File: src/rtl/al4s3b_fpga_sdma_ctrl_if.sv
// -----------------------------------------------------------------------------
// al4s3b_fpga_sdma_ctrl_if
// Wishbone slave bus bundle for the SDMA control block.
//   WBs_ADR_i       word address (ADDRWIDTH bits)
//   WBs_CYC_i       cycle select
//   WBs_STB_i       strobe
//   WBs_WE_i        write enable
//   WBs_BYTE_STB_i  byte-lane enables
//   WBs_DAT_i       write data
//   WBs_DAT_o       read data
//   WBs_ACK_o       transfer acknowledge
// The master modport drives requests; the slave modport answers them.
// -----------------------------------------------------------------------------
interface al4s3b_fpga_sdma_ctrl_if #(
  parameter int ADDRWIDTH = 2
);
  logic [ADDRWIDTH-1:0] WBs_ADR_i;
  logic                 WBs_CYC_i;
  logic                 WBs_STB_i;
  logic                 WBs_WE_i;
  logic [3:0]           WBs_BYTE_STB_i;
  logic [31:0]          WBs_DAT_i;
  logic [31:0]          WBs_DAT_o;
  logic                 WBs_ACK_o;

  modport master (
    output WBs_ADR_i, WBs_CYC_i, WBs_STB_i, WBs_WE_i, WBs_BYTE_STB_i, WBs_DAT_i,
    input  WBs_DAT_o, WBs_ACK_o
  );

  modport slave (
    input  WBs_ADR_i, WBs_CYC_i, WBs_STB_i, WBs_WE_i, WBs_BYTE_STB_i, WBs_DAT_i,
    output WBs_DAT_o, WBs_ACK_o
  );
endinterface

File: src/rtl/al4s3b_fpga_sdma_ctrl.sv
// -----------------------------------------------------------------------------
// al4s3b_fpga_sdma_ctrl
// Register-programmed controller that requests SDMA bursts, counts completed
// bursts, guards each burst with a watchdog and raises level interrupts.
//
// Ports
//   WB_CLK        sole clock, rising edge
//   WB_RST        asynchronous active-high reset
//   wb            Wishbone slave bundle (see al4s3b_fpga_sdma_ctrl_if)
//   SDMA_Req_o    channel request (registered)
//   SDMA_Sreq_o   single request, always 0
//   SDMA_Active_i channel active, synchronous to WB_CLK
//   SDMA_Done_i   channel done, synchronous to WB_CLK (rising edge = event)
//   fDone_Intr_o  (DONE_STS & DONE_IE) | ERR_STS, registered
//   f_DMA_Intr_o  BURST_STS & BURST_IE, registered
//
// Register map (word address)
//   0 CTRL      [0] DMA_EN  [1] DONE_IE  [2] BURST_IE
//   1 STATUS    [0] DONE_STS W1C  [1] BURST_STS W1C  [2] ERR_STS W1C
//               [3] BUSY  [5:4] state code
//   2 BURST_CNT [7:0] remaining bursts, writes ignored while busy
//   3 DONE_CNT  [7:0] completed bursts, any write clears
// -----------------------------------------------------------------------------
module al4s3b_fpga_sdma_ctrl #(
  parameter logic [15:0] TIMEOUT   = 16'hFFFF,
  parameter int          ADDRWIDTH = 2
) (
  input  logic                          WB_CLK,
  input  logic                          WB_RST,
  al4s3b_fpga_sdma_ctrl_if.slave        wb,
  output logic                          SDMA_Req_o,
  output logic                          SDMA_Sreq_o,
  input  logic                          SDMA_Active_i,
  input  logic                          SDMA_Done_i,
  output logic                          fDone_Intr_o,
  output logic                          f_DMA_Intr_o
);

  localparam logic [ADDRWIDTH-1:0] ADR_CTRL   = ADDRWIDTH'(32'd0);
  localparam logic [ADDRWIDTH-1:0] ADR_STATUS = ADDRWIDTH'(32'd1);
  localparam logic [ADDRWIDTH-1:0] ADR_BCNT   = ADDRWIDTH'(32'd2);
  localparam logic [ADDRWIDTH-1:0] ADR_DCNT   = ADDRWIDTH'(32'd3);

  typedef enum logic [1:0] {
    ST_IDLE   = 2'd0,
    ST_REQ    = 2'd1,
    ST_ACTIVE = 2'd2,
    ST_ERR    = 2'd3
  } state_t;

  state_t      state_q;
  logic        ack_q;
  logic        dma_en_q;
  logic        done_ie_q;
  logic        burst_ie_q;
  logic        done_sts_q;
  logic        burst_sts_q;
  logic        err_sts_q;
  logic [7:0]  bcnt_q;
  logic [7:0]  dcnt_q;
  logic [15:0] wdt_q;
  logic        done_prev_q;
  logic        req_q;
  logic        fdone_intr_q;
  logic        fdma_intr_q;

  logic        bus_sel_s;
  logic        wr_s;
  logic        wr_ctrl_s;
  logic        wr_status_s;
  logic        wr_bcnt_s;
  logic        wr_dcnt_s;
  logic        dma_en_d;
  logic        w1c_done_s;
  logic        w1c_burst_s;
  logic        w1c_err_s;
  logic        done_evt_s;
  logic        wdt_hit_s;
  logic        busy_s;
  logic [31:0] rd_data_s;
  logic        unused_s;

  // Bus decode, write strobes, event detection and the combinational read mux.
  always_comb begin
    bus_sel_s = wb.WBs_CYC_i & wb.WBs_STB_i;
    // A write commits only on the edge that raises ACK, and every register
    // field lives in byte lane 0, so lane 0 alone gates the write.
    wr_s        = bus_sel_s & wb.WBs_WE_i & ~ack_q & wb.WBs_BYTE_STB_i[0];
    wr_ctrl_s   = wr_s & (wb.WBs_ADR_i == ADR_CTRL);
    wr_status_s = wr_s & (wb.WBs_ADR_i == ADR_STATUS);
    wr_bcnt_s   = wr_s & (wb.WBs_ADR_i == ADR_BCNT);
    wr_dcnt_s   = wr_s & (wb.WBs_ADR_i == ADR_DCNT);

    // DMA_EN as it will be after this edge, so an abort lands on the commit edge.
    if (wr_ctrl_s) begin
      dma_en_d = wb.WBs_DAT_i[0];
    end else begin
      dma_en_d = dma_en_q;
    end

    w1c_done_s  = wr_status_s & wb.WBs_DAT_i[0];
    w1c_burst_s = wr_status_s & wb.WBs_DAT_i[1];
    w1c_err_s   = wr_status_s & wb.WBs_DAT_i[2];

    done_evt_s = SDMA_Done_i & ~done_prev_q;
    wdt_hit_s  = (wdt_q == (TIMEOUT - 16'd1));
    busy_s     = (state_q != ST_IDLE);

    rd_data_s = 32'd0;
    case (wb.WBs_ADR_i)
      ADR_CTRL:   rd_data_s = {29'd0, burst_ie_q, done_ie_q, dma_en_q};
      ADR_STATUS: rd_data_s = {26'd0, state_q, busy_s, err_sts_q, burst_sts_q, done_sts_q};
      ADR_BCNT:   rd_data_s = {24'd0, bcnt_q};
      ADR_DCNT:   rd_data_s = {24'd0, dcnt_q};
      default:    rd_data_s = 32'd0;
    endcase
  end

  assign wb.WBs_DAT_o = rd_data_s;
  assign wb.WBs_ACK_o = ack_q;
  assign SDMA_Req_o   = req_q;
  assign SDMA_Sreq_o  = 1'b0;
  assign fDone_Intr_o = fdone_intr_q;
  assign f_DMA_Intr_o = fdma_intr_q;

  // Lanes and data bits that carry no register field.
  assign unused_s = ^{wb.WBs_DAT_i[31:8], wb.WBs_BYTE_STB_i[3:1]};

  // Register file, transfer FSM, watchdog and interrupt registers. Software
  // clears are applied first so later hardware sets on the same edge win.
  always_ff @(posedge WB_CLK or posedge WB_RST) begin
    if (WB_RST) begin
      state_q      <= ST_IDLE;
      ack_q        <= 1'b0;
      dma_en_q     <= 1'b0;
      done_ie_q    <= 1'b0;
      burst_ie_q   <= 1'b0;
      done_sts_q   <= 1'b0;
      burst_sts_q  <= 1'b0;
      err_sts_q    <= 1'b0;
      bcnt_q       <= 8'd0;
      dcnt_q       <= 8'd0;
      wdt_q        <= 16'd0;
      done_prev_q  <= 1'b0;
      req_q        <= 1'b0;
      fdone_intr_q <= 1'b0;
      fdma_intr_q  <= 1'b0;
    end else begin
      ack_q       <= bus_sel_s & ~ack_q;
      done_prev_q <= SDMA_Done_i;

      if (wr_ctrl_s) begin
        dma_en_q   <= wb.WBs_DAT_i[0];
        done_ie_q  <= wb.WBs_DAT_i[1];
        burst_ie_q <= wb.WBs_DAT_i[2];
      end

      if (w1c_done_s) begin
        done_sts_q <= 1'b0;
      end
      if (w1c_burst_s) begin
        burst_sts_q <= 1'b0;
      end
      if (w1c_err_s) begin
        err_sts_q <= 1'b0;
      end

      // The remaining-burst count is frozen against software while a burst runs.
      if (wr_bcnt_s && !busy_s) begin
        bcnt_q <= wb.WBs_DAT_i[7:0];
      end
      if (wr_dcnt_s) begin
        dcnt_q <= 8'd0;
      end

      fdone_intr_q <= (done_sts_q & done_ie_q) | err_sts_q;
      fdma_intr_q  <= burst_sts_q & burst_ie_q;

      case (state_q)
        ST_IDLE: begin
          req_q <= 1'b0;
          if (dma_en_q && (bcnt_q != 8'd0)) begin
            state_q <= ST_REQ;
            req_q   <= 1'b1;
            wdt_q   <= 16'd0;
          end else begin
            state_q <= ST_IDLE;
          end
        end

        ST_REQ: begin
          if (SDMA_Active_i) begin
            state_q <= ST_ACTIVE;
            req_q   <= 1'b0;
            wdt_q   <= wdt_q + 16'd1;
          end else if (!dma_en_d) begin
            state_q <= ST_IDLE;
            req_q   <= 1'b0;
          end else if (wdt_hit_s) begin
            state_q   <= ST_ERR;
            req_q     <= 1'b0;
            err_sts_q <= 1'b1;
            bcnt_q    <= 8'd0;
          end else begin
            wdt_q <= wdt_q + 16'd1;
          end
        end

        // Clearing DMA_EN here deliberately does not abort the burst.
        ST_ACTIVE: begin
          req_q <= 1'b0;
          if (done_evt_s) begin
            state_q     <= ST_IDLE;
            dcnt_q      <= dcnt_q + 8'd1;
            burst_sts_q <= 1'b1;
            // Saturate at zero; 1 or 0 both leave the count empty.
            if (bcnt_q <= 8'd1) begin
              bcnt_q     <= 8'd0;
              done_sts_q <= 1'b1;
            end else begin
              bcnt_q <= bcnt_q - 8'd1;
            end
          end else if (wdt_hit_s) begin
            state_q   <= ST_ERR;
            err_sts_q <= 1'b1;
            bcnt_q    <= 8'd0;
          end else begin
            wdt_q <= wdt_q + 16'd1;
          end
        end

        // Held until software acknowledges the error by clearing ERR_STS.
        ST_ERR: begin
          req_q <= 1'b0;
          if (w1c_err_s) begin
            state_q <= ST_IDLE;
          end else begin
            state_q <= ST_ERR;
          end
        end

        default: begin
          state_q <= ST_IDLE;
          req_q   <= 1'b0;
        end
      endcase
    end
  end

endmodule

File: src/flat_wrapper.sv
// flat-port wrapper written by rule: the top's interface ports become plain ports
module al4s3b_fpga_sdma_ctrl_flat 
#(
  parameter logic [15:0] TIMEOUT   = 16'hFFFF,
  parameter int          ADDRWIDTH = 2
)
  (WB_CLK, WB_RST, SDMA_Req_o, SDMA_Sreq_o, SDMA_Active_i, SDMA_Done_i, fDone_Intr_o, f_DMA_Intr_o, wb_WBs_ADR_i, wb_WBs_CYC_i, wb_WBs_STB_i, wb_WBs_WE_i, wb_WBs_BYTE_STB_i, wb_WBs_DAT_i, wb_WBs_DAT_o, wb_WBs_ACK_o);
  al4s3b_fpga_sdma_ctrl_if #(.ADDRWIDTH(ADDRWIDTH)) wb_i ();
  input  logic WB_CLK;
  input  logic WB_RST;
  output logic SDMA_Req_o;
  output logic SDMA_Sreq_o;
  input  logic SDMA_Active_i;
  input  logic SDMA_Done_i;
  output logic fDone_Intr_o;
  output logic f_DMA_Intr_o;
  input wire logic [$bits(wb_i.WBs_ADR_i)-1:0] wb_WBs_ADR_i;
  input wire logic [$bits(wb_i.WBs_CYC_i)-1:0] wb_WBs_CYC_i;
  input wire logic [$bits(wb_i.WBs_STB_i)-1:0] wb_WBs_STB_i;
  input wire logic [$bits(wb_i.WBs_WE_i)-1:0] wb_WBs_WE_i;
  input wire logic [$bits(wb_i.WBs_BYTE_STB_i)-1:0] wb_WBs_BYTE_STB_i;
  input wire logic [$bits(wb_i.WBs_DAT_i)-1:0] wb_WBs_DAT_i;
  output wire logic [$bits(wb_i.WBs_DAT_o)-1:0] wb_WBs_DAT_o;
  output wire logic [$bits(wb_i.WBs_ACK_o)-1:0] wb_WBs_ACK_o;
  assign wb_i.WBs_ADR_i = wb_WBs_ADR_i;
  assign wb_i.WBs_CYC_i = wb_WBs_CYC_i;
  assign wb_i.WBs_STB_i = wb_WBs_STB_i;
  assign wb_i.WBs_WE_i = wb_WBs_WE_i;
  assign wb_i.WBs_BYTE_STB_i = wb_WBs_BYTE_STB_i;
  assign wb_i.WBs_DAT_i = wb_WBs_DAT_i;
  assign wb_WBs_DAT_o = wb_i.WBs_DAT_o;
  assign wb_WBs_ACK_o = wb_i.WBs_ACK_o;
  al4s3b_fpga_sdma_ctrl #(.TIMEOUT(TIMEOUT), .ADDRWIDTH(ADDRWIDTH)) u_core (.WB_CLK(WB_CLK), .WB_RST(WB_RST), .wb(wb_i), .SDMA_Req_o(SDMA_Req_o), .SDMA_Sreq_o(SDMA_Sreq_o), .SDMA_Active_i(SDMA_Active_i), .SDMA_Done_i(SDMA_Done_i), .fDone_Intr_o(fDone_Intr_o), .f_DMA_Intr_o(f_DMA_Intr_o));
endmodule
File: config.mk
export PLATFORM = sky130hd
export DESIGN_NAME = al4s3b_fpga_sdma_ctrl_flat
export DESIGN_NICKNAME = d
export VERILOG_FILES = /design/src/rtl/al4s3b_fpga_sdma_ctrl_if.sv /design/src/rtl/al4s3b_fpga_sdma_ctrl.sv /design/src/flat_wrapper.sv
export SDC_FILE = /design/constraint.sdc
export NUM_CORES = 1
export LEC_CHECK = 0
export BUFFER_PORTS_ARGS = -buffer_cell sky130_fd_sc_hd__clkbuf_2
export CORE_UTILIZATION = 48
export CTS_CLUSTER_DIAMETER = 60
export DETAILED_ROUTE_END_ITERATION = 10
export PLACE_DENSITY_LB_ADDON = 0.12
export SLEW_MARGIN = 25
export SYNTH_ARGS = -nofsm -noshare
export SYNTH_HDL_FRONTEND = slang
export SYNTH_SLANG_ARGS = --single-unit
File: constraint.sdc
create_clock -name WB_CLK -period 2.2 [get_ports WB_CLK]
set_input_delay 0.22 -clock WB_CLK [delete_from_list [all_inputs] [get_ports WB_CLK]]
set_output_delay 0.22 -clock WB_CLK [all_outputs]
set_load 0.1 [all_outputs]
-- Word-level counts from Yosys, hierarchy flattened
Cells that the tools add are included.
W data, S select, Z words.
- $lt $le $gt $ge: 1
- equality and inequality tests: 11
- muxes and demuxes: 43
- reductions and logical operators: 10
- bitwise logic cells: 18
- add/sub/neg operators: 3
- operators by type and width (cell ; number):
    $pmux W32 S4 ; 1
    $mux W16 ; 5
    $mux W8 ; 9
    $pmux W16 S3 ; 1
    $mux W1 ; 18
    $add A16 B1 Y16 const B ; 1
    $eq A16 B16 Y1 const B ; 1
    $pmux W8 S2 ; 1
    $and A1 B1 Y1 ; 15
    $mux W2 ; 5
    $add A8 B1 Y8 const B ; 1
    $eq A2 B2 Y1 const B ; 4
    $le A8 B1 Y1 const B ; 1
    $pmux W2 S4 ; 1
    $reduce_bool A8 Y1 ; 1
    $sub A8 B1 Y8 const B ; 1
    $eq A2 B1 Y1 const B ; 2
    $logic_not A2 Y1 ; 2
    $ne A4 B4 Y1 const B ; 1
    $reduce_and A4 Y1 ; 1
    $ne A3 B2 Y1 const B ; 1
    $pmux W1 S3 ; 1
    $reduce_bool A3 Y1 ; 1
    $logic_and A1 B1 Y1 ; 2
    8 further kinds ; 9
- logic and storage cells: 101
- output and inout port bits: 37
- flip-flop bits (word level): 45
- input port bits: 45

-- Logic depth before layout (Yosys ltp)
Gate-level depths: netlist of the first run.
- depth in word-level cells: 11
- mapped depth: 9
- mapped depth without buffers: 7

-- Least setup slack after synthesis of the first run
No wires, ideal clock.
- path type: register to register
- start: register u_core.ack_q, in the netlist u_core.wb.WBs_ACK_o
- end: register u_core.wdt_q[7]
- buffers on the path: 0
- arrival time: 2590 ps
- library setup time: 79 ps
- data required time: 2121 ps
- slack: -469 ps
- stages on the path, launching flop included: 6
- clock period less this slack: 2669 ps
- path through: dfrtp_1 nand4bb_4 or4_4 a311o_1 or4_1 mux2i_1
- cells in the longest elaborated chain, start to end: 7
- ends and longest elaborated chain (item ; line ; text):
    start, declared ; al4s3b_fpga_sdma_ctrl.sv:52 ; logic ack_q;
    start signal, assigned ; al4s3b_fpga_sdma_ctrl.sv:149 ; ack_q <= bus_sel_s & ~ack_q;
    $not A1 Y1 ; al4s3b_fpga_sdma_ctrl.sv:88 ; wr_s = bus_sel_s & wb.WBs_WE_i & ~ack_q & wb.WBs_BYTE_STB_i[0];
    $and A1 B1 Y1 (2 in a row) ; al4s3b_fpga_sdma_ctrl.sv:88 ;
    $and A1 B1 Y1 ; al4s3b_fpga_sdma_ctrl.sv:89 ; wr_ctrl_s = wr_s & (wb.WBs_ADR_i == ADR_CTRL);
    $mux W1 ; - ;
    $ne A3 B2 Y1 (no line) ; - ;
    $reduce_and A4 Y1 (no line) ; - ;
    end signal, assigned ; al4s3b_fpga_sdma_ctrl.sv:195 ; wdt_q <= wdt_q + 16'd1;
    end signal, assigned ; al4s3b_fpga_sdma_ctrl.sv:205 ; wdt_q <= wdt_q + 16'd1;
    end signal, assigned ; al4s3b_fpga_sdma_ctrl.sv:228 ; wdt_q <= wdt_q + 16'd1;
    end, declared ; al4s3b_fpga_sdma_ctrl.sv:61 ; logic [15:0] wdt_q;
No other way between the ends.
A chain may end at the register's enable or synchronous reset.

-- Worst setup path in the final report of the first run
Same ends and word-level chain as after synthesis.

==> results of run 1 <==
## cell type report
class	instances	area share, %
multi-input combinational	272	51.0
inverter	13	1.37
clock buffer	8	2.24
timing repair buffer	61	11.1
sequential	45	31.6
tap	75	2.63
## final timing paths
kind / startpoint / endpoint / slack (ns) / cells after the start
min reg2reg: u_core.wdt_q[10] / u_core.wdt_q[10] / 0.49 / 1
min: WB_RST / u_core.wb.WBs_ACK_o / -0.02 / 2
max in group asynchronous: WB_RST / u_core.wdt_q[6] / 1.62 / 3
min in group WB_CLK: SDMA_Done_i / u_core.done_prev_q / 0.08 / 1
max reg2reg: u_core.wb.WBs_ACK_o / u_core.wdt_q[7] / -0.03 / 5
max: u_core.wb.WBs_ACK_o / u_core.wdt_q[7] / -0.03 / 5
## logic make-up (layout without fill, tap and decap cells)
logic type / Yosys count / after routing
xor+xnor: 4 / 4
simple gates: 119 / 119
compound gates: 95 / 95
other cells: 1 / 25
buf+inv: 49 / 82
fa+ha+maj: 11 / 11
flops: 45 / 45
mux: 18 / 18
## layer usage
layer | GRT usage [%] | routed length, um
met1 | 38.5 | 3890
met3 | 4.51 | 414
met2 | 35.0 | 3280
met4 | 6.84 | 68
met5 | 0 | 0
## flip-flops by register name (all words and copies together) (netlist names), 2 cells and up
name / count
u_core.dcnt_q: 8
u_core.bcnt_q: 8
u_core.state_q: 2
u_core.wdt_q: 16
## metrics by stage
step                      setup TNS (ns)  util, %  cell area (um^2)  hold WS, ns
after detailed placement         -0.0660     56.9              3450        0.334
after CTS                        -0.0168     58.5              3550       0.0109
after floorplan                    -1.04        -              3200        0.251
after global routing              -0.353     58.9              3570       0.0423
final                            -0.0304     58.9              3570      -0.0164
after global placement           -0.0361     56.9              3450        0.340
## power by group
group	total (W)	internal, W	switching [W]	leakage (nW)
logic	0.00138	0.000412	0.000967	1.01
registers	0.00101	0.000908	0.000100	0.616
clock network	0.000499	0.000226	0.000272	0.0395
total	0.00289	0.00155	0.00134	1.66
## critical path, stage by stage (launching register included)
cell	delay (ns)
sky130_fd_sc_hd__dfrtp_4	0.48
sky130_fd_sc_hd__nand4bb_4	0.20
sky130_fd_sc_hd__or4_4	0.47
sky130_fd_sc_hd__a311o_1	0.35
sky130_fd_sc_hd__or4_1	0.52
sky130_fd_sc_hd__mux2i_1	0.14
## cell usage in the layout (no fill, tap or decap), types with 5 or more instances in the layout
cell type and instances:
sky130_fd_sc_hd__o31ai_1 10, sky130_fd_sc_hd__inv_1 12, sky130_fd_sc_hd__a31oi_1 10, sky130_fd_sc_hd__ha_1 11
sky130_fd_sc_hd__nor3_1 10, sky130_fd_sc_hd__mux2i_1 10, sky130_fd_sc_hd__clkbuf_2 29, sky130_fd_sc_hd__dfrtp_1 44
sky130_fd_sc_hd__nand3_1 14, sky130_fd_sc_hd__buf_4 31, sky130_fd_sc_hd__o22a_1 5, sky130_fd_sc_hd__o22ai_1 10
sky130_fd_sc_hd__a211oi_1 7, sky130_fd_sc_hd__conb_1 25, sky130_fd_sc_hd__clkbuf_8 5, sky130_fd_sc_hd__and4_1 6
sky130_fd_sc_hd__o21ai_0 14, sky130_fd_sc_hd__nor2_1 20, sky130_fd_sc_hd__mux2_2 5, sky130_fd_sc_hd__a21oi_1 14
sky130_fd_sc_hd__nand2_1 29, sky130_fd_sc_hd__or3_1 6, sky130_fd_sc_hd__nand4_1 6
## repair_timing
item,4_1_cts,5_1_grt
gates resized for setup,2,6
pin swaps,0,0
setup endpoints to repair,3,16
buffers inserted,1,0
==> impl_metrics.json, run 1 <==
{
  "status": "finished with violations",
  "failed_checks": "negative hold slack, negative setup slack",
  "core.rowCount": 28,
  "postRouteWirelength_um": 7660,
  "worst_endpoint_data_arrival_time_ns": 2.46,
  "syn_inst": 342,
  "port_buffers": 29,
  "vias_per_cell": 5.81,
  "drv_slew": 0,
  "fin_total_pwr_w": 0.00289,
  "yosys-top-cells-area": "sky130_fd_sc_hd__dfrtp_1, sky130_fd_sc_hd__buf_4, sky130_fd_sc_hd__ha_1",
  "synthDistinctLibCells": 53,
  "unrepaired_setup_endpoints_after_global_routing": "true",
  "initial_core_util_pct": 51.1,
  "synth_top_area_share_pct": 36.4,
  "n_fill_cell": 565,
  "syn_avg_cell_area_um2": 9.05,
  "synthMuxAreaShare_pct": 7.24,
  "grt_start_max_net_pins": 30,
  "multi_input_area_um2": 1820,
  "postSynth.asyncResetShare_pct": 100,
  "dr.first_iter.drc_count": 188,
  "postSynthRegisterBits": 45,
  "dieArea_um2": 6770,
  "synth_top_flop_cell": "sky130_fd_sc_hd__dfrtp_1",
  "hold_viol_final": 27,
  "fin_hold_ws_ns": -0.0164,
  "finalNonFillerCells": 474,
  "synth_top_family_by_area": "compound AO/OA/AOI/OAI gates",
  "clock_insertion_delay_worst_skew_ns": 0.30,
  "clock-sinks": 45,
  "synth_fa_ha_area_share_pct": 4.45,
  "critPathCaptureType": "flop",
  "ioPinCount": 82,
  "cts_tree": "built",
  "dpl.cell_count": 465,
  "initial_antenna_violation_count": 0,
  "maxCapViolations": 0,
  "post_layout_net_count": 454,
  "worst_setup_path_start_kind": "flop",
  "synth_seq_area_share_pct": 36.4,
  "synth-compound-area-share_pct": 20.9,
  "num_vias": 2753,
  "drc": 0,
  "area_growth_from_synthesis_to_layout_pct": 15.4,
  "synthesis.yosys.warnings": 0,
  "synth_top_area_cell": "sky130_fd_sc_hd__dfrtp_1",
  "grt.overflow.total": 0,
  "crit_fanout": 5,
  "ir_worst_vdd_mv": 0.550,
  "fin_worst_skew_ns": 0.00746,
  "worst_setup_hold_path_clk_slew_ns": 0.08,
  "p_leak_nw": 1.66,
  "finalCritPeriodShare_pct": 101,
  "synthesis.area_um2": 3090,
  "layout_setup_ws_ns": -0.0304,
  "final_antenna_net_count": 0,
  "gr-usage-all-layers_pct": 24.9,
  "fmax_mhz": 448,
  "antenna_cells": 0,
  "power.density_nw_per_um2": 808,
  "min_period_ns": 2.23,
  "seqCellArea_um2": 1130,
  "post_route_cells_drive_above_1_share_pct": 21.8,
  "most_frequent_cells_after_synthesis": "sky130_fd_sc_hd__dfrtp_1, sky130_fd_sc_hd__nand2_1, sky130_fd_sc_hd__buf_4",
  "yosys.area_share.simple_pct": 20.8,
  "cts-buffers-inserted": 5,
  "count_of_tritonroute_iterations_in_the_first_routing_pass": 4,
  "worstPathRequired_ns": 2.43,
  "cts.hold.buffers_added": 0,
  "grt_pass1_vias": 2476,
  "worst-setup-path-type": "flop to flop",
  "xor_and_xnor_area_share_after_synthesis_pct": 1.13,
  "wire_length_of_the_first_global_routing_pass_um": 12500,
  "root_buffer": "sky130_fd_sc_hd__clkbuf_8",
  "synth-edff-count": 0,
  "post-place-ws_ns": -0.0555,
  "cts-root-to-sink-buffers": 2,
  "h-tree-depth": 2,
  "die_y_um": 82.3,
  "wire_per_inst_um": 16.2,
  "global_placer_s_final_weighted_congestion": 0.863,
  "floorplan.die.width_um": 82.3,
  "worst_min_delay_path_category": "primary input to asynchronous set/reset pin",
  "post-synth-top-count-cell": "sky130_fd_sc_hd__dfrtp_1",
  "hpwlAfterDp_um": 5840,
  "relSlewSlack_pct": 57.8,
  "tightest_slew_ns": 0.633,
  "setup_viol": 1,
  "fp.coreArea_um2": 6060
}
(Power assumes the default switching activity.)
==> run 2: changes to the inputs <==
--- a/config.mk
+++ b/config.mk
@@ -6,7 +6,7 @@
 export NUM_CORES = 1
 export LEC_CHECK = 0
 export BUFFER_PORTS_ARGS = -buffer_cell sky130_fd_sc_hd__clkbuf_2
-export CORE_UTILIZATION = 48
+export CORE_UTILIZATION = 53
 export CTS_CLUSTER_DIAMETER = 60
 export DETAILED_ROUTE_END_ITERATION = 10
 export PLACE_DENSITY_LB_ADDON = 0.12
==> constraint.sdc (replaced) <==
create_clock -name WB_CLK -period 2.4 [get_ports WB_CLK]
set_input_delay 0.24 -clock WB_CLK [delete_from_list [all_inputs] [get_ports WB_CLK]]
set_output_delay 0.24 -clock WB_CLK [all_outputs]
set_load 0.1 [all_outputs]
==> run 2 against run 1 <==
The run now ends clean. Sequential share of layout area increased by 1.0 points. Cell count decreased by 2.5%. Non-clock buffer count decreased by 9. Global-route usage increased by 1.5 points. Register-to-register slack improved by 0.12 ns. Setup slack improved by 0.12 ns. Largest power group unchanged.
==> impl_metrics.json, run 2 (synthesis results as in run 1) <==
{
  "status": "finished clean",
  "maxCapViolations": 0,
  "antenna_cells": 0,
  "max_flop_register": "u_core.wdt_q",
  "initial_antenna_violation_count": 0,
  "power.density_nw_per_um2": 751,
  "count_of_tritonroute_iterations_in_the_first_routing_pass": 5,
  "num_vias": 2767,
  "dpl.cell_count": 452,
  "cts-buffers-inserted": 5,
  "worst_setup_hold_path_clk_slew_ns": 0.08,
  "setup_viol": 0,
  "fin_hold_ws_ns": 0.110,
  "core.rowCount": 27,
  "drc": 0,
  "worst-setup-path-type": "flop to flop",
  "critPathCaptureType": "flop",
  "timing.reg2reg.setup_slack_ns": 0.09,
  "drv_slew": 0,
  "grt_pass1_vias": 2512,
  "ir_worst_vdd_mv": 0.428,
  "clock_insertion_delay_worst_skew_ns": 0.30,
  "tightest_slew_ns": 0.669,
  "post_layout_net_count": 445,
  "worstPathRequired_ns": 2.62,
  "relSlewSlack_pct": 55.1,
  "crit_fanout": 6,
  "layout_top_registers": "u_core.wdt_q (16), u_core.bcnt_q (8), u_core.dcnt_q (8)",
  "clock-sinks": 45,
  "port_buffers": 29,
  "dieArea_um2": 6150,
  "fmax_mhz": 433,
  "totalNegativeSetupSlack_ns": 0,
  "mostFrequentLayoutCells": "sky130_fd_sc_hd__dfrtp_1, sky130_fd_sc_hd__nand2_1, sky130_fd_sc_hd__clkbuf_2",
  "hold_viol_final": 0,
  "wire_length_of_the_first_global_routing_pass_um": 12600,
  "global_placer_s_final_weighted_congestion": 0.912,
  "initial_core_util_pct": 55.5,
  "wire_per_inst_um": 16.2,
  "grt_start_max_net_pins": 19,
  "root_buffer": "sky130_fd_sc_hd__clkbuf_8",
  "vias_per_cell": 5.99,
  "final_antenna_net_count": 0,
  "finalCritPeriodShare_pct": 96.2,
  "area_growth_from_synthesis_to_layout_pct": 11.8,
  "floorplan.die.width_um": 78.4,
  "largest_register_ff_count": 16,
  "holdPathStages": 1,
  "fp.coreArea_um2": 5570,
  "post_route_cells_drive_above_1_share_pct": 18.5,
  "min_period_ns": 2.31,
  "hpwlAfterDp_um": 5560,
  "p_leak_nw": 1.62,
  "reg2regPathDepth": 5,
  "cts_tree": "built",
  "cts-root-to-sink-buffers": 2,
  "layout.cells.most_common": "sky130_fd_sc_hd__dfrtp_1",
  "ioPinCount": 82,
  "worst_setup_path_start_kind": "flop",
  "gr-usage-all-layers_pct": 26.4,
  "worst_min_delay_path_category": "primary input to flop",
  "fin_worst_skew_ns": 0.00870,
  "worst_endpoint_data_arrival_time_ns": 2.53,
  "grt.overflow.total": 0,
  "finalNonFillerCells": 462,
  "postRouteWirelength_um": 7480,
  "die_y_um": 78.4,
  "h-tree-depth": 2,
  "dr.first_iter.drc_count": 189
}
-- run 2: what timing repair did --
item | in CTS | in global routing
endpoints found under the setup margin | 0 | 2
endpoints found under the hold margin | 16 | 0
hold buffers | 1 | 0
buffers inserted | 0 | 1
gates resized for setup | 0 | 1
-- run 2: final timing paths --
kind,from,end
max in group asynchronous,WB_RST,u_core.wdt_q[14]
min reg2reg,u_core.dcnt_q[7],u_core.dcnt_q[7]
max,u_core.wb.WBs_ACK_o,u_core.wdt_q[7]
max reg2reg,u_core.wb.WBs_ACK_o,u_core.wdt_q[7]
min,SDMA_Done_i,u_core.done_prev_q
min in group asynchronous,WB_RST,u_core.bcnt_q[2]
-- run 2: stage by stage --
stage | power [W] | area (um^2) | utilization, % | setup WS (ns)
after CTS | 0.00258 | 3440 | 61.8 | 0.105
after floorplan | 0.00186 | 3190 | - | 0.0171
after global routing | 0.00275 | 3460 | 62.0 | -0.00797
after global placement | 0.00211 | 3350 | 60.1 | 0.127
after detailed placement | 0.00212 | 3350 | 60.1 | 0.120
final | 0.00260 | 3460 | 62.0 | 0.0907
-- run 2: layout make-up --
type	instances	area (um^2)
Clock buffer	6	72.6
Clock inverter	2	10.0
Fill cell	513	2120
Inverter	13	48.8
Multi-Input combinational cell	272	1790
Sequential cell	45	1130
Tap cell	72	90.1
Timing Repair Buffer	52	320
-- run 2: where the power goes --
| part | switching (W) | total (W) | internal, W |
|---|---|---|---|
| logic | 0.000857 | 0.00120 | 0.000344 |
| registers | 0.0000965 | 0.000929 | 0.000833 |
| clock network | 0.000267 | 0.000469 | 0.000203 |
| total | 0.00122 | 0.00260 | 0.00138 |
-- run 2: metal layers --
layer | track usage (%) | wire [um]
met4 | 7.22 | 82
met1 | 42.1 | 3860
met2 | 36.8 | 3080
met5 | 0 | 0
met3 | 3.49 | 447
-- run 2: critical path, cell delays in order, from the launching register on --
cell and delay [ns]:
sky130_fd_sc_hd__dfrtp_4 0.48, sky130_fd_sc_hd__nand4bb_4 0.23, sky130_fd_sc_hd__or4_4 0.47, sky130_fd_sc_hd__a311o_1 0.38, sky130_fd_sc_hd__or4_1 0.53, sky130_fd_sc_hd__mux2i_1 0.14
==> run 3: changes to the inputs <==
--- a/config.mk
+++ b/config.mk
@@ -10,6 +10,7 @@
 export CTS_CLUSTER_DIAMETER = 60
 export DETAILED_ROUTE_END_ITERATION = 10
 export PLACE_DENSITY_LB_ADDON = 0.12
+export RECOVER_POWER = 50
 export SLEW_MARGIN = 25
 export SYNTH_ARGS = -nofsm -noshare
 export SYNTH_HDL_FRONTEND = slang
==> constraint.sdc (replaced) <==
create_clock -name WB_CLK -period 2.4 [get_ports WB_CLK]
set_input_delay 0 -clock WB_CLK [delete_from_list [all_inputs] [get_ports WB_CLK]]
set_output_delay 0 -clock WB_CLK [all_outputs]
set_load 0.1 [all_outputs]
==> run 3 against run 2 <==
Via count is 1.5% higher. Sequential power hardly changed. Cell area grew 1.1%. Fmax is 0.66% higher. Clock skew about the same.
==> impl_metrics.json, run 3 (synthesis results as in run 1) <==
{
  "gr-usage-all-layers_pct": 26.0,
  "final_antenna_net_count": 0,
  "ir_worst_vdd_mv": 0.417,
  "fp.coreArea_um2": 5570,
  "count_of_tritonroute_iterations_in_the_first_routing_pass": 5,
  "setup_viol": 0,
  "gr-usage-met3_pct": 3.72,
  "tightest_slew_ns": 1.23,
  "area_growth_from_synthesis_to_layout_pct": 13.0,
  "die_y_um": 78.4,
  "layout_top_registers": "u_core.wdt_q (16), u_core.bcnt_q (8), u_core.dcnt_q (8)",
  "worst_setup_path_start_kind": "flop",
  "initial_antenna_violation_count": 0,
  "floorplan.die.width_um": 78.4,
  "finalCritPeriodShare_pct": 95.6,
  "ioPinCount": 82,
  "worst_setup_hold_path_clk_slew_ns": 0.09,
  "min_period_ns": 2.29,
  "capture_point_of_the_worst_path": "u_core.wdt_q[7]",
  "finalNonFillerCells": 464,
  "fmax_mhz": 436,
  "holdPathStages": 3,
  "antenna_cells": 0,
  "grt_start_max_net_pins": 33,
  "initial_core_util_pct": 55.5,
  "postRouteWirelength_um": 7660,
  "num_vias": 2808,
  "crit_fanout": 5,
  "worst_min_delay_path_category": "primary input to flop",
  "mostFrequentLayoutCells": "sky130_fd_sc_hd__dfrtp_1, sky130_fd_sc_hd__nand2_1, sky130_fd_sc_hd__conb_1, sky130_fd_sc_hd__clkbuf_2",
  "grt.overflow.total": 0,
  "hold_viol_final": 0,
  "cts_post_setup_buffers_inserted": 0,
  "dr.first_iter.drc_count": 193,
  "crit_path_start": "u_core.wb.WBs_ACK_o",
  "regToRegEndpoint": "u_core.wdt_q[7]",
  "cts-root-to-sink-buffers": 2,
  "unrepaired_setup_endpoints_after_global_routing": "false",
  "drc": 0,
  "cts_tree": "built",
  "wire_length_of_the_first_global_routing_pass_um": 12400,
  "fin_total_pwr_w": 0.00263,
  "worstPathRequired_ns": 2.63,
  "post_layout_net_count": 447,
  "drv_slew": 0,
  "grt_use_met1_pct": 39.9,
  "post_route_cells_drive_above_1_share_pct": 17.1,
  "fin_worst_skew_ns": 0.00877,
  "status": "finished clean",
  "layout.cells.most_common": "sky130_fd_sc_hd__dfrtp_1",
  "totalNegativeSetupSlack_ns": 0,
  "clock-sinks": 45,
  "n_fill_cell": 495,
  "grt_pass1_vias": 2510,
  "dpl.cell_count": 452,
  "global_placer_s_final_weighted_congestion": 0.916,
  "vias_per_cell": 6.05,
  "hpwlAfterDp_um": 5780,
  "power.density_nw_per_um2": 753,
  "clock_insertion_delay_worst_skew_ns": 0.30,
  "maxCapViolations": 0,
  "timing.reg2reg.setup_slack_ns": 0.11,
  "finalCoreUtilization_pct": 62.7,
  "critPathCaptureType": "flop",
  "relSlewSlack_pct": 18.1,
  "gr-usage-met2_pct": 38.5,
  "h-tree-depth": 2,
  "grt-busiest-layer": "met1",
  "max_flop_register": "u_core.wdt_q",
  "largest_register_ff_count": 16,
  "dieArea_um2": 6150,
  "worst_endpoint_data_arrival_time_ns": 2.52,
  "worst-setup-path-type": "flop to flop",
  "cts-buffers-inserted": 5,
  "core.rowCount": 27,
  "wire_per_inst_um": 16.5,
  "reg2regPathDepth": 5,
  "r2r_start": "u_core.wb.WBs_ACK_o",
  "root_buffer": "sky130_fd_sc_hd__clkbuf_8",
  "p_leak_nw": 1.62,
  "port_buffers": 29
}
## run 3: cell count changes in the layout (fill, tap and decap cells not counted), sizes merged
cell and delta:
buf -2, clkbuf +2, clkinv -1, dlygate4sd3 +3
## run 3: worst min-delay path by stage
stage,start,endpoint,slack [ns]
after CTS,wb_WBs_DAT_i[4],u_core.bcnt_q[4],0.006
after floorplan,SDMA_Done_i,u_core.done_prev_q,0.03
after global routing,wb_WBs_DAT_i[4],u_core.bcnt_q[4],0.03
after global placement,WB_RST,u_core.wb.WBs_ACK_o,0.13
final,wb_WBs_DAT_i[4],u_core.bcnt_q[4],0.01
after detailed placement,WB_RST,u_core.wb.WBs_ACK_o,0.13
## run 3: report_power, final
part           leakage [nW]  switching [W]  internal (W)
Sequential            0.616      0.0000976      0.000833
Clock                0.0542       0.000258      0.000260
Combinational         0.948       0.000858      0.000327
## run 3: cell type report
class,instances,area [um^2],share of cell area [%]
clock buffer,7,96.3,2.75
multi-input combinational,272,1790,51.3
timing repair buffer,54,334,9.55
sequential,45,1130,32.3
tap,72,90.1,2.58
inverter,13,48.8,1.40
clock inverter,1,5.00,0.143
## run 3: through the flow
stage	hold WS (ns)	worst slack (ns)	area [um^2]
2_1_floorplan	0.0314	0.0171	3190
3_3_place_gp	0.134	0.140	3350
3_5_place_dp	0.132	0.109	3350
4_1_cts	0.00601	0.108	3490
5_1_grt	0.0312	0.00613	3500
6_report	0.0141	0.106	3500
## run 3: timing repair
action	CTS	global route
hold endpoints to repair	35	0
resized for setup	0	2
setup endpoints to repair	0	2
hold buffers	4	0
## run 3: layer usage
layer	vias up	routed length, um
met2	119	3350
met5	-	0
li1	1329	-
met4	0	72
met3	10	485
met1	1350	3750
## run 3: critical path, stage by stage (launching register included)
cell and delay, ns:
sky130_fd_sc_hd__dfrtp_4 0.49, sky130_fd_sc_hd__nand4bb_4 0.26, sky130_fd_sc_hd__or4_4 0.48, sky130_fd_sc_hd__a311o_1 0.35, sky130_fd_sc_hd__or4_1 0.52, sky130_fd_sc_hd__mux2i_1 0.13
